**config.mk**
```make
export PLATFORM = sky130hd
export DESIGN_NAME = bram_unloader
export DESIGN_NICKNAME = d
export VERILOG_FILES = /design/src/rtl/ntt_pkg.sv /design/src/rtl/bram_unload_fifo.sv /design/src/rtl/bram_unloader.sv
export SDC_FILE = /design/constraint.sdc
export NUM_CORES = 1
export LEC_CHECK = 0
export ABC_AREA = 1
export CAP_MARGIN = 20
export CORE_UTILIZATION = 47
export DETAILED_ROUTE_END_ITERATION = 6
export DONT_BUFFER_PORTS = 1
export PLACE_DENSITY_LB_ADDON = 0.05
export SYNTH_ARGS = -nofsm -noshare
export SYNTH_HDL_FRONTEND = slang
export SYNTH_SLANG_ARGS = --single-unit
```
**constraint.sdc**
```tcl
create_clock -name clk_i -period 1.97 [get_ports clk_i]
set_clock_uncertainty 0.1 [all_clocks]
set_input_delay 0.2955 -clock clk_i [delete_from_list [all_inputs] [get_ports clk_i]]
set_output_delay 0.2955 -clock clk_i [all_outputs]
set_load 0.05 [all_outputs]
```
**src/rtl/ntt_pkg.sv**
```systemverilog
// Shared constants and types for the NTT BRAM read-out path.
// Lanes 0..7 carry A-banks 0..7, lanes 8..15 carry B-banks 0..7.
package ntt_pkg;

    localparam int DATA_WIDTH = 12;
    localparam int NUM_LANES  = 16;
    localparam int ADDR_WIDTH = 5;
    localparam int NUM_WORDS  = 16;
    localparam int OUT_WIDTH  = DATA_WIDTH * NUM_LANES;
    localparam int CNT_WIDTH  = $clog2(NUM_WORDS + 1);

    localparam int BANKS_PER_SET = 8;
    localparam int A_LANE_BASE   = 0;
    localparam int B_LANE_BASE   = BANKS_PER_SET;

    typedef enum logic [1:0] {
        IDLE  = 2'd0,
        READ  = 2'd1,
        DRAIN = 2'd2
    } unload_state_e;

endpackage

```
**src/rtl/bram_unload_fifo.sv**
```systemverilog
// Two-entry FIFO holding captured beats (data plus last flag) in front of the output stream.
module bram_unload_fifo #(
    parameter int WIDTH = 193
) (
    input  logic             clk_i,
    input  logic             rst_i,
    input  logic             push_i,
    input  logic [WIDTH-1:0] push_data_i,
    input  logic             pop_i,
    output logic [WIDTH-1:0] head_o,
    output logic [1:0]       count_o,
    output logic             full_o,
    output logic             empty_o
);

    logic [WIDTH-1:0] mem [2];
    logic             wr_ptr;
    logic             rd_ptr;
    logic [1:0]       count;
    logic             do_push;
    logic             do_pop;

    assign empty_o = (count == 2'd0);
    assign full_o  = (count == 2'd2);
    assign count_o = count;
    assign head_o  = mem[rd_ptr];
    assign do_pop  = pop_i && !empty_o;
    assign do_push = push_i && (!full_o || pop_i);

    always_ff @(posedge clk_i or negedge rst_i) begin
        if (!rst_i) begin
            for (int i = 0; i < 2; i++) mem[i] <= '0;
            wr_ptr <= 1'b0;
            rd_ptr <= 1'b0;
            count  <= 2'd0;
        end else begin
            if (do_push) begin
                mem[wr_ptr] <= push_data_i;
                wr_ptr      <= ~wr_ptr;
            end
            if (do_pop) rd_ptr <= ~rd_ptr;
            count <= count + {1'b0, do_push} - {1'b0, do_pop};
        end
    end

endmodule

```
**src/rtl/bram_unloader.sv**
```systemverilog
// Sweeps NUM_WORDS word addresses across all banks and streams each word as one packed beat.
// A two-word credit (FIFO entries plus the read in flight) keeps the no-enable banks from overrunning the buffer.
module bram_unloader
    import ntt_pkg::*;
(
    input  logic                  clk_i,
    input  logic                  rst_i,
    input  logic                  start_i,
    input  logic [ADDR_WIDTH-1:0] base_addr_i,
    output logic                  busy_o,
    output logic                  done_o,
    output logic [ADDR_WIDTH-1:0] rd_addr_o,
    input  logic [OUT_WIDTH-1:0]  data_bram_i,
    output logic [OUT_WIDTH-1:0]  m_data_o,
    output logic                  m_valid_o,
    input  logic                  m_ready_i,
    output logic                  m_last_o
);

    localparam logic [CNT_WIDTH-1:0] WORDS_C = CNT_WIDTH'(NUM_WORDS);
    localparam logic [CNT_WIDTH-1:0] LAST_C  = CNT_WIDTH'(NUM_WORDS - 1);

    unload_state_e         state_q, state_d;
    logic [ADDR_WIDTH-1:0] base_q;
    logic [ADDR_WIDTH-1:0] last_addr_q;
    logic [CNT_WIDTH-1:0]  issue_cnt;
    logic [CNT_WIDTH-1:0]  beat_cnt;
    logic                  inflight;
    logic                  issue;
    logic                  pop;
    logic                  credit_ok;
    logic                  done_q;
    logic [1:0]            fifo_cnt;
    logic                  fifo_full;
    logic                  fifo_empty;
    logic [OUT_WIDTH:0]    fifo_head;

    assign pop       = m_valid_o & m_ready_i;
    // Words already owed (buffered + in flight) minus the one leaving now must stay below 2.
    assign credit_ok = ({1'b0, fifo_cnt} + {2'b00, inflight}) < (3'd2 + {2'b00, pop});

    always_comb begin
        state_d = state_q;
        issue   = 1'b0;
        case (state_q)
            IDLE: begin
                if (start_i) state_d = READ;
            end
            READ: begin
                if (issue_cnt < WORDS_C && credit_ok) begin
                    issue = 1'b1;
                    if (issue_cnt == LAST_C) state_d = DRAIN;
                end
            end
            DRAIN: begin
                if (pop && m_last_o) state_d = IDLE;
            end
            default: state_d = IDLE;
        endcase
    end

    // Address holds between issues; the banks keep re-reading it but nothing is captured.
    assign rd_addr_o = issue ? base_q + ADDR_WIDTH'(issue_cnt) : last_addr_q;

    always_ff @(posedge clk_i or negedge rst_i) begin
        if (!rst_i) begin
            state_q     <= IDLE;
            base_q      <= '0;
            last_addr_q <= '0;
            issue_cnt   <= '0;
            beat_cnt    <= '0;
            inflight    <= 1'b0;
            done_q      <= 1'b0;
        end else begin
            state_q     <= state_d;
            last_addr_q <= rd_addr_o;
            inflight    <= issue;
            done_q      <= (state_q == DRAIN) && pop && m_last_o;
            if (state_q == IDLE && start_i) begin
                base_q    <= base_addr_i;
                issue_cnt <= '0;
                beat_cnt  <= '0;
            end else begin
                if (issue)    issue_cnt <= issue_cnt + 1'b1;
                if (inflight) beat_cnt  <= beat_cnt + 1'b1;
            end
        end
    end

    bram_unload_fifo #(
        .WIDTH(OUT_WIDTH + 1)
    ) u_fifo (
        .clk_i       (clk_i),
        .rst_i       (rst_i),
        .push_i      (inflight),
        .push_data_i ({beat_cnt == LAST_C, data_bram_i}),
        .pop_i       (pop),
        .head_o      (fifo_head),
        .count_o     (fifo_cnt),
        .full_o      (fifo_full),
        .empty_o     (fifo_empty)
    );

    assign m_valid_o = !fifo_empty;
    assign m_data_o  = fifo_head[OUT_WIDTH-1:0];
    assign m_last_o  = fifo_head[OUT_WIDTH] & m_valid_o;
    assign busy_o    = (state_q != IDLE);
    assign done_o    = done_q;

    // A capture into a full buffer with no beat leaving would drop a word.
    assert property (@(posedge clk_i) disable iff (!rst_i) !(inflight && fifo_full && !pop));

endmodule

```
==> results.json <==
{
  "outcome": "finished with violations",
  "violations": "negative hold slack, max-slew violations, negative setup slack",
  "wirelength_um": 71500,
  "die_w_um": 202,
  "place_hpwl_um": 31600,
  "vias_per_cell": 5.48,
  "hold_viol_final": 414,
  "routabilityCongestion": 0.791,
  "final_cell_mix": "512 x nand2_1, 428 x nand2_4, 412 x dfrtp_1, 247 x buf_12, 209 x inv_1",
  "drcViolationCount": 0,
  "setup_viol": 303,
  "ant_nets": 0,
  "path_class": "flop to primary output",
  "hold_buffers": 199,
  "tightest_slew_ns": 1.66,
  "required_ns": 1.57,
  "wl_per_cell_um": 21.8,
  "port-buffer-count": 0,
  "initial_utilization_pct": 48.1,
  "clk_latency_ns": 0.56,
  "finalMaxSlewViolations": 126,
  "design_area_um2": 33200,
  "rsz0062_at_grt": "true",
  "cap_violations": 0,
  "final_common_cell": "nand2_1",
  "worst_slack_ns": -0.650,
  "relSlewSlack_pct": -10.8,
  "cts_buffer_depth": 3,
  "cts_tree": "yes",
  "grt_pass1_wl_um": 99500,
  "cp-end-kind": "primary output",
  "tns_ns": -79.11,
  "synth_cells": 2229,
  "antenna_found_initial": 5,
  "fin_crit_ns": 2.62,
  "numClockSinks": 414,
  "drt_first_pass_iters": 6,
  "avgSynthCellArea_um2": 8.41,
  "cp_max_fo": 2,
  "track_usage_pct": 31.3,
  "grt_remaining_overflow": 0,
  "synth_cell_type_count": 26,
  "grt_start_max_net_pins": 415,
  "root_buffer": "clkbuf_16",
  "synth_area_um2": 18700,
  "placed_area_um2": 23200,
  "core_um2": 39000,
  "die-area_um2": 40700,
  "htreeDepth": 2,
  "holdWs_ns": -0.661,
  "worstPathArrival_ns": 2.22,
  "fmax_mhz": 382,
  "layout-drive-gt1-share_pct": 41.3,
  "rows": 72,
  "clk_pin_slew_worst_paths_ns": 0.06,
  "synth-seq-area-share_pct": 55.3,
  "grt_pass1_vias": 18000,
  "cts_buffers": 45,
  "drt_iter0_drc": 1397,
  "ios": 402,
  "ys_ff_latch": 414,
  "finalCritPeriodShare_pct": 133,
  "hold_class": "input pin to async pin",
  "final_nets": 2936,
  "area_growth_pct": 76.8,
  "vias": 18000,
  "fp.dieH_um": 202,
  "yosysWarnings": 0,
  "setup.worst_path.start_class": "flop",
  "syn_nets": 2443
}
-- synth_stat cells --
cell type | number | area (um^2)
a21oi_1 | 5 | 25.0
a31oi_1 | 1 | 6.26
and3_1 | 1 | 6.26
buf_1 | 1 | 3.75
buf_2 | 23 | 115
buf_6 | 38 | 428
clkbuf_1 | 69 | 259
dfrtp_1 | 414 | 10400
fa_1 | 1 | 20.0
ha_1 | 12 | 150
inv_1 | 215 | 807
inv_2 | 2 | 7.51
nand2_1 | 1007 | 3780
nand2_2 | 4 | 25.0
nand2_4 | 1 | 11.3
nand3_1 | 12 | 60.1
nand3b_1 | 1 | 7.51
nor2_1 | 10 | 37.5
nor3_1 | 5 | 25.0
nor3b_1 | 1 | 7.51
o21ai_0 | 206 | 1030
o21ai_1 | 46 | 230
o21ai_2 | 144 | 1260
or2_1 | 1 | 6.26
xnor2_1 | 3 | 26.3
xor2_1 | 6 | 52.6
-- final timing paths --
path,to,depth (start not counted),start,slack [ns]
max in group asynchronous,u_fifo.rd_ptr$_DFFE_PN0P_,0,rst_i,0.98
max reg2reg,u_fifo.mem[105]$_DFFE_PN0P_,12,u_fifo.count_o[0]$_DFF_PN0_,-0.11
max,rd_addr_o[4],7,base_q[0]$_DFFE_PN0P_,-0.65
min,u_fifo.mem[366]$_DFFE_PN0P_,0,rst_i,-0.66
min in group clk_i,base_q[4]$_DFFE_PN0P_,3,base_addr_i[4],0.29
min reg2reg,done_o$_DFF_PN0_,1,state_q[0]$_DFFE_PN0P_,0.37
-- state kept, by name, summed over array words and instances, names as in the netlist, 2 cells and up --
name            flops
state_q             2
u_fifo.count_o      2
base_q              5
u_fifo.mem        386
last_addr_q         5
beat_cnt            5
issue_cnt           5
-- layout make-up --
class / count / area, um^2
antenna: 5 / 12.5
clock buffer: 69 / 1320
timing repair buffer: 572 / 9410
inverter: 217 / 837
clock inverter: 10 / 100
multi-input combinational: 1470 / 10400
fill: 1932 / 5850
timing repair inverter: 2 / 40.0
tap: 518 / 648
sequential: 414 / 10400
-- critical path, stage by stage, from the launching register on --
cell	delay [ns]
dfrtp_1	0.36
ha_2	0.20
inv_2	0.04
fa_2	0.34
nand3b_1	0.18
nand2_2	0.09
xor2_2	0.08
o21ai_4	0.38
-- per-layer routing --
metal	vias to the layer above	share of wire (%)	GRT usage, %
met5	-	0.014	0
met4	2	4.0	12.2
met3	184	7.6	7.43
met2	772	50	53.7
met1	9070	38	38.2
li1	7945	-	-
-- through the flow --
stage          cells  setup slack, ns  utilization, %
2_1_floorplan   2229          -0.0466               -
3_3_place_gp    2854          -0.0357            59.6
3_5_place_dp    2854          -0.0752            59.6
4_1_cts         3239           -0.642            81.3
5_1_grt         3276           -0.724            85.0
6_report        3277           -0.650            85.0
-- cells by family (layout without fill, tap and decap cells) --
group | after synthesis | after routing | share of synthesized area, %
other cells | 0 | 5 | 0
buf+inv | 348 | 870 | 8.64
simple gates | 1043 | 1046 | 21.2
flops | 414 | 414 | 55.3
compound gates | 402 | 402 | 13.6
xor+xnor | 9 | 9 | 0.420
fa+ha+maj | 13 | 13 | 0.908
-- repair_timing --
action,CTS,global route
endpoints found under the hold margin,808,414
gates resized for setup,864,314
buffers inserted,54,26
endpoints found under the setup margin,198,298
pin swaps,185,190
cloned,53,26
Power is left out: the tool's default activity adds up to more than one toggle a clock period on the data nets, which glitch-free logic cannot reach.
